`config.mk`:
```
export PLATFORM = sky130hd
export DESIGN_NAME = pipeline_hazard_ctrl
export DESIGN_NICKNAME = d
export VERILOG_FILES = /design/src/rtl/pipeline_hazard_ctrl.sv
export SDC_FILE = /design/constraint.sdc
export NUM_CORES = 1
export LEC_CHECK = 0
export ABC_AREA = 1
export CAP_MARGIN = 20
export CELL_PAD_IN_SITES_DETAIL_PLACEMENT = 0
export CELL_PAD_IN_SITES_GLOBAL_PLACEMENT = 1
export CORE_MARGIN = 2
export CORE_UTILIZATION = 15
export DETAILED_ROUTE_END_ITERATION = 8
export HOLD_SLACK_MARGIN = 0.1
export PLACE_DENSITY_LB_ADDON = 0.1
export SLEW_MARGIN = 10
export SYNTH_ARGS = -nofsm -noshare
export SYNTH_HDL_FRONTEND = slang
export SYNTH_SLANG_ARGS = --single-unit
```
`constraint.sdc`:
```
create_clock -name CLK -period 1.2 [get_ports CLK]
set_input_delay 0.3 -clock CLK [delete_from_list [all_inputs] [get_ports CLK]]
set_output_delay 0.3 -clock CLK [all_outputs]
set_load 0.05 [all_outputs]
```
`src/rtl/pipeline_hazard_ctrl.sv`:
```
// pipeline_hazard_ctrl: central control for the 5-stage core.
// Drives the fd/dx/xm/mw latch commands and the PC enable from the cache hits,
// MEM-stage redirects, load-use hazards and halt. It also tracks a wrong-path
// fetch that is still in flight (SQUASH) and the sticky halt (HALTED).
// Optional feature macro: HAZ_PERF_EN enables the stall_cycles and flush_count
// perf counters. Without it both outputs are tied to zero and no counter flops
// are built.

package pipeline_hazard_pkg;
  typedef enum logic [1:0] {
    PIPE_ENABLE = 2'b00,
    PIPE_STALL  = 2'b01,
    PIPE_NOP    = 2'b10
  } pipe_state_t;
endpackage

module pipeline_hazard_ctrl
  import pipeline_hazard_pkg::*;
#(
  parameter int REGW  = 5,
  parameter int CNT_W = 32
) (
  input  logic              CLK,
  input  logic              RST,
  input  logic              ihit,
  input  logic              dhit,
  input  logic              dmemREN_mem,
  input  logic              dmemWEN_mem,
  input  logic              redirect_mem,
  input  logic              MemRead_ex,
  input  logic [REGW-1:0]   regWSEL_ex,
  input  logic [REGW-1:0]   rs_id,
  input  logic [REGW-1:0]   rt_id,
  input  logic              uses_rt_id,
  input  logic              halt_wb,
  output pipe_state_t       fd_state,
  output pipe_state_t       dx_state,
  output pipe_state_t       xm_state,
  output pipe_state_t       mw_state,
  output logic              pc_en,
  output logic              halted,
  output logic [CNT_W-1:0]  stall_cycles,
  output logic [CNT_W-1:0]  flush_count
);

  typedef enum logic [1:0] {
    RUN    = 2'b00,
    SQUASH = 2'b01,
    HALTED = 2'b10
  } ctrl_state_t;

  ctrl_state_t state_r;
  ctrl_state_t state_next_s;
  logic        dwait_s;
  logic        lu_s;
  logic        squash_s;

  // Hazard detection: a MEM access waiting on the dcache, and a load in EX
  // whose destination feeds the instruction in ID ($0 never creates a hazard).
  always_comb begin
    dwait_s  = (dmemREN_mem | dmemWEN_mem) & ~dhit;
    lu_s     = MemRead_ex & (regWSEL_ex != {REGW{1'b0}}) &
               ((regWSEL_ex == rs_id) | (uses_rt_id & (regWSEL_ex == rt_id)));
    squash_s = (state_r == SQUASH);
  end

  // Next state and latch commands. SQUASH shares the RUN rules, but it also
  // drops whatever the icache returns and keeps the PC frozen.
  always_comb begin
    fd_state     = PIPE_ENABLE;
    dx_state     = PIPE_ENABLE;
    xm_state     = PIPE_ENABLE;
    mw_state     = PIPE_ENABLE;
    pc_en        = 1'b0;
    halted       = 1'b0;
    state_next_s = state_r;
    if (RST) begin
      fd_state     = PIPE_NOP;
      dx_state     = PIPE_NOP;
      xm_state     = PIPE_NOP;
      mw_state     = PIPE_NOP;
      state_next_s = RUN;
    end else begin
      case (state_r)
        RUN, SQUASH: begin
          if (halt_wb) begin
            fd_state     = PIPE_STALL;
            dx_state     = PIPE_STALL;
            xm_state     = PIPE_STALL;
            mw_state     = PIPE_STALL;
            state_next_s = HALTED;
          end else if (dwait_s) begin
            fd_state = squash_s ? PIPE_NOP : PIPE_STALL;
            dx_state = PIPE_STALL;
            xm_state = PIPE_STALL;
            mw_state = PIPE_NOP;
            // The wrong-path fetch can still land during a dcache wait.
            if (squash_s && ihit) begin
              state_next_s = RUN;
            end else begin
              state_next_s = state_r;
            end
          end else if (redirect_mem) begin
            fd_state = PIPE_NOP;
            dx_state = PIPE_NOP;
            xm_state = PIPE_NOP;
            mw_state = PIPE_ENABLE;
            pc_en    = 1'b1;
            // A fetch still outstanding at redirect time is from the wrong path.
            if (squash_s || !ihit) begin
              state_next_s = SQUASH;
            end else begin
              state_next_s = RUN;
            end
          end else if (lu_s) begin
            fd_state = squash_s ? PIPE_NOP : PIPE_STALL;
            dx_state = PIPE_NOP;
            if (squash_s && ihit) begin
              state_next_s = RUN;
            end else begin
              state_next_s = state_r;
            end
          end else if (!ihit) begin
            fd_state     = PIPE_NOP;
            state_next_s = state_r;
          end else begin
            fd_state     = squash_s ? PIPE_NOP : PIPE_ENABLE;
            pc_en        = ~squash_s;
            state_next_s = RUN;
          end
        end
        HALTED: begin
          fd_state     = PIPE_STALL;
          dx_state     = PIPE_STALL;
          xm_state     = PIPE_STALL;
          mw_state     = PIPE_STALL;
          halted       = 1'b1;
          state_next_s = HALTED;
        end
        default: begin
          fd_state     = PIPE_NOP;
          dx_state     = PIPE_NOP;
          xm_state     = PIPE_NOP;
          mw_state     = PIPE_NOP;
          state_next_s = RUN;
        end
      endcase
    end
  end

  // Control state register. Reset always returns to RUN, so no squash survives it.
  always_ff @(posedge CLK) begin
    if (RST) begin
      state_r <= RUN;
    end else begin
      state_r <= state_next_s;
    end
  end

`ifdef HAZ_PERF_EN
  logic             flush_s;
  logic [CNT_W-1:0] stall_cnt_r;
  logic [CNT_W-1:0] flush_cnt_r;

  // A redirect is taken only when neither halt nor a dcache wait outranks it.
  always_comb begin
    flush_s = ((state_r == RUN) | (state_r == SQUASH)) & ~halt_wb & ~dwait_s & redirect_mem;
  end

  // Saturating perf counters. Cycles spent halted are not counted as stalls.
  always_ff @(posedge CLK) begin
    if (RST) begin
      stall_cnt_r <= {CNT_W{1'b0}};
      flush_cnt_r <= {CNT_W{1'b0}};
    end else begin
      if (!pc_en && (state_r != HALTED) && (stall_cnt_r != {CNT_W{1'b1}})) begin
        stall_cnt_r <= stall_cnt_r + {{(CNT_W-1){1'b0}}, 1'b1};
      end else begin
        stall_cnt_r <= stall_cnt_r;
      end
      if (flush_s && (flush_cnt_r != {CNT_W{1'b1}})) begin
        flush_cnt_r <= flush_cnt_r + {{(CNT_W-1){1'b0}}, 1'b1};
      end else begin
        flush_cnt_r <= flush_cnt_r;
      end
    end
  end

  assign stall_cycles = stall_cnt_r;
  assign flush_count  = flush_cnt_r;
`else
  assign stall_cycles = {CNT_W{1'b0}};
  assign flush_count  = {CNT_W{1'b0}};
`endif

endmodule

```
==> results.py, run 1 <==
metrics = {
    "synth": {
        "synth_edf_count": 0,
        "synth_area_um2": 938.4,
        "synth_cells": 159,
        "synth.area.top_cells": "buf_4 52%, nand2_1 13%, inv_1 7.2%",
        "yosysWarnings": 0,
        "synth.distinct_cells": 20,
        "ys_seq_elements": 2,
        "ys_top_cells_by_count": "65 x buf_4, 33 x nand2_1, 18 x inv_1, 15 x nor2_1, 5 x inv_2",
        "synth.avg_cell_area_um2": 5.902,
        "async_flop_share_pct": 0,
        "synth_top_area_share_pct": 52.00,
        "synth_ff_type": "dfxtp_1",
        "yosysSeqAreaShare_pct": 4.267,
        "synth_top_area_cell": "buf_4",
        "synth_most_common_cell": "buf_4",
    },
    "clocking": {
        "cts_buffers": 3,
        "ctsRootBufferMaster": "clkbuf_8",
        "clkTransAtPathRegs_ns": 0.03,
        "cts_tree": "yes",
        "clk_latency_ns": 0.21,
        "cts_max_level": 1,
        "cts.path.max_buffers": 2,
        "cts_hold_buf": 0,
        "clock_sinks": 2,
    },
    "global_routing": {
        "grt_pass1_wl_um": 3539,
        "overflow": 0,
        "track_usage_pct": 6.164,
        "grt_max_degree": 6,
        "antenna_found_initial": 0,
        "grt_pass1_vias": 792,
    },
    "critical_path": {
        "cp_common_cell": "inv_2",
        "reg2reg_depth": 4,
        "r2r-end": "state_r[0]",
        "crit_path_end_kind": "output port",
        "slowest_stage": "dfxtp_4",
        "crit_arrival_ns": 1.31,
        "cp_data_required_time_ns": 0.90,
        "reg2reg_slack_ns": 0.12,
        "critPathLaunch": "state_r[1]",
        "crit_path_max_incr_delay_ns": 0.36,
        "cp_max_fo": 3,
        "critPathKind": "flip-flop to output port",
        "r2r_start": "state_r[1]",
        "startpoint_type": "flip-flop",
        "cp_cell_sequence": "inv_2 > nand2_4 > inv_2 > nor2_4 > nand3_4 > a21oi_4 > buf_12",
    },
    "cells_and_area": {
        "layout.nets": 236,
        "reg_top3": "state_r (2)",
        "largest_reg_flops": 2,
        "diodes": 0,
        "regMostFlops": "state_r",
        "final_area_um2": 1615,
        "drive_gt1_share_pct": 44.02,
        "syn_to_final_growth_pct": 72.13,
    },
    "sta": {
        "layout_setup_ws_ns": -0.4098,
        "finClkSkew_ns": 0.0001273,
        "hold_ws_ns": 0.4890,
        "rsz0062_at_grt": "true",
        "timing.final.hold_violations": 0,
        "final-setup-viol-count": 10,
        "fmax_mhz": 621.2,
        "min_period_ns": 1.610,
        "report.final.slew_viol_count": 0,
        "fin_crit_sh_pct": 134.2,
    },
    "status": {
        "status": "finished with violations",
        "violations": "negative setup slack",
    },
    "route": {
        "drc": 0,
        "first_pass_iters": 4,
        "via_per_inst": 3.099,
        "routedWlPerCell_um": 8.151,
        "vias": 880,
        "antenna_left": 0,
        "routed_wl_um": 2315,
        "drt_iter0_drc": 12,
    },
    "die": {
        "pin_count": 99,
        "core_um2": 5991,
        "die_area_um2": 6905,
        "dieHeight_um": 83.10,
        "rows": 28,
        "fp.dieW_um": 83.10,
        "start_util_pct": 15.66,
    },
    "placed_design": {
        "dp_hpwl_um": 1982,
        "port_buffers": 34,
        "place_area_um2": 1428,
        "gp_congestion": 0.7651,
    },
    "worst_hold_path": {
        "hold_path_class": "input port to flip-flop",
        "hold-path-endpoint": "state_r[1]",
        "whs_path_depth": 3,
        "hold_path.startpoint": "halt_wb",
    },
    "run": {
        "cap_violations": 0,
    },
    "power": {
        "irDropWorstVdd_uv": 425.8,
        "power.total_mw": 1.335,
        "powerDensity_nw_per_um2": 826.3,
        "p_leak_nw": 0.8609,
    },
}
==> per-stage QoR <==
stage	setup TNS [ns]	setup WS (ns)	std cells	utilization, %
2_1_floorplan	-1.800	-0.2842	222	-
3_3_place_gp	-7.160	-0.8924	280	23.83
3_5_place_dp	-7.169	-0.9027	280	23.83
4_1_cts	-3.515	-0.4229	284	25.69
5_1_grt	-4.026	-0.4834	284	26.96
6_report	-3.437	-0.4098	284	26.96
==> how the worst max path moves through the flow <==
stage / endpoint / slack (ns) / cells after the start
final: fd_state[0] / -0.41 / 7
after global routing: fd_state[0] / -0.48 / 10
after CTS: pc_en / -0.42 / 11
after detailed placement: pc_en / -0.90 / 11
after global placement: pc_en / -0.89 / 11
after floorplan: dx_state[1] / -0.28 / 5
==> worst max-delay path, delay by kind of cell, from the launching register on <==
kind	cells	cell delay, ns
AO/OA/AOI/OAI	1	0.19
AND/OR/NAND/NOR	3	0.29
flip-flops	1	0.36
buffers and inverters	3	0.26
==> cell families after synthesis <==
logic type	after synthesis	share of synthesized area [%]
AO/OA/AOI/OAI	10	8.133
XOR/XNOR	1	0.9335
buffers and inverters	88	61.20
flip-flops	2	4.267
other	1	0.3996
AND/OR/NAND/NOR	57	25.07
==> cells in the final DEF (no fill, tap or decap) <==
| cell | netlist | final |
|---|---|---|
| nand3_4 | 0 | 1 |
| nand2_1 | 33 | 25 |
| buf_4 | 65 | 10 |
| buf_6 | 0 | 11 |
| a2111oi_2 | 1 | 1 |
| conb_1 | 1 | 64 |
| o21ai_4 | 0 | 1 |
| nor2_1 | 15 | 5 |
| buf_8 | 0 | 3 |
| nor3_2 | 0 | 1 |
| buf_12 | 0 | 11 |
| o21ai_1 | 0 | 1 |
| dfxtp_2 | 0 | 1 |
| xnor2_1 | 1 | 1 |
| nand2_4 | 0 | 5 |
| dlygate4sd2_1 | 0 | 4 |
| nand4_1 | 1 | 1 |
| buf_2 | 0 | 5 |
| clkdlybuf4s15_1 | 0 | 5 |
| inv_4 | 0 | 5 |
| o21bai_4 | 0 | 2 |
| nor2_2 | 1 | 3 |
| dfxtp_4 | 0 | 1 |
| inv_1 | 18 | 8 |
| o21ai_0 | 3 | 1 |
| nor3_4 | 0 | 1 |
| inv_2 | 5 | 10 |
| nor2_4 | 0 | 8 |
| nand2_2 | 2 | 5 |
| a21oi_4 | 0 | 4 |
| nand3_1 | 2 | 2 |
| clkbuf_8 | 0 | 3 |
==> final cells by class <==
type | instances | area (um2)
multi-input combinational | 132 | 762.0
tap | 75 | 93.84
inverter | 23 | 98.84
sequential | 2 | 45.04
fill | 662 | 4375
clock buffer | 3 | 41.29
timing repair buffer | 49 | 574.3
==> report_power, final <==
part           switching [mW]  internal [mW]
combinational           0.718          0.277
sequential            0.00592         0.0706
clock                  0.0506          0.212
total                   0.775          0.560
==> routing by layer <==
metal	share of wire (%)	global-route usage, %	routed length (um)	vias up
met5	0	0	0	-
met4	0.56	2.235	13	0
met1	33	6.555	775	379
met2	58	11.88	1340	51
met3	8.0	1.193	186	2
li1	-	-	-	448
==> repair_timing <==
item,in CTS,in global routing
buffers inserted,1,0
pin swaps,34,21
gates cloned,0,0
resized for setup,114,21
endpoints found under the setup margin,11,10
Power figures use the tool's default switching activity.
==> run 2: changes to the inputs <==
--- a/config.mk
+++ b/config.mk
@@ -11,10 +11,11 @@
 export CELL_PAD_IN_SITES_GLOBAL_PLACEMENT = 1
 export CORE_MARGIN = 2
 export CORE_UTILIZATION = 15
+export CTS_CLUSTER_DIAMETER = 30
 export DETAILED_ROUTE_END_ITERATION = 8
 export HOLD_SLACK_MARGIN = 0.1
 export PLACE_DENSITY_LB_ADDON = 0.1
-export SLEW_MARGIN = 10
+export SLEW_MARGIN = 15
 export SYNTH_ARGS = -nofsm -noshare
 export SYNTH_HDL_FRONTEND = slang
 export SYNTH_SLANG_ARGS = --single-unit
==> results of run 2 <==
Final layout, timing and power as in run 1 (identical DEF).
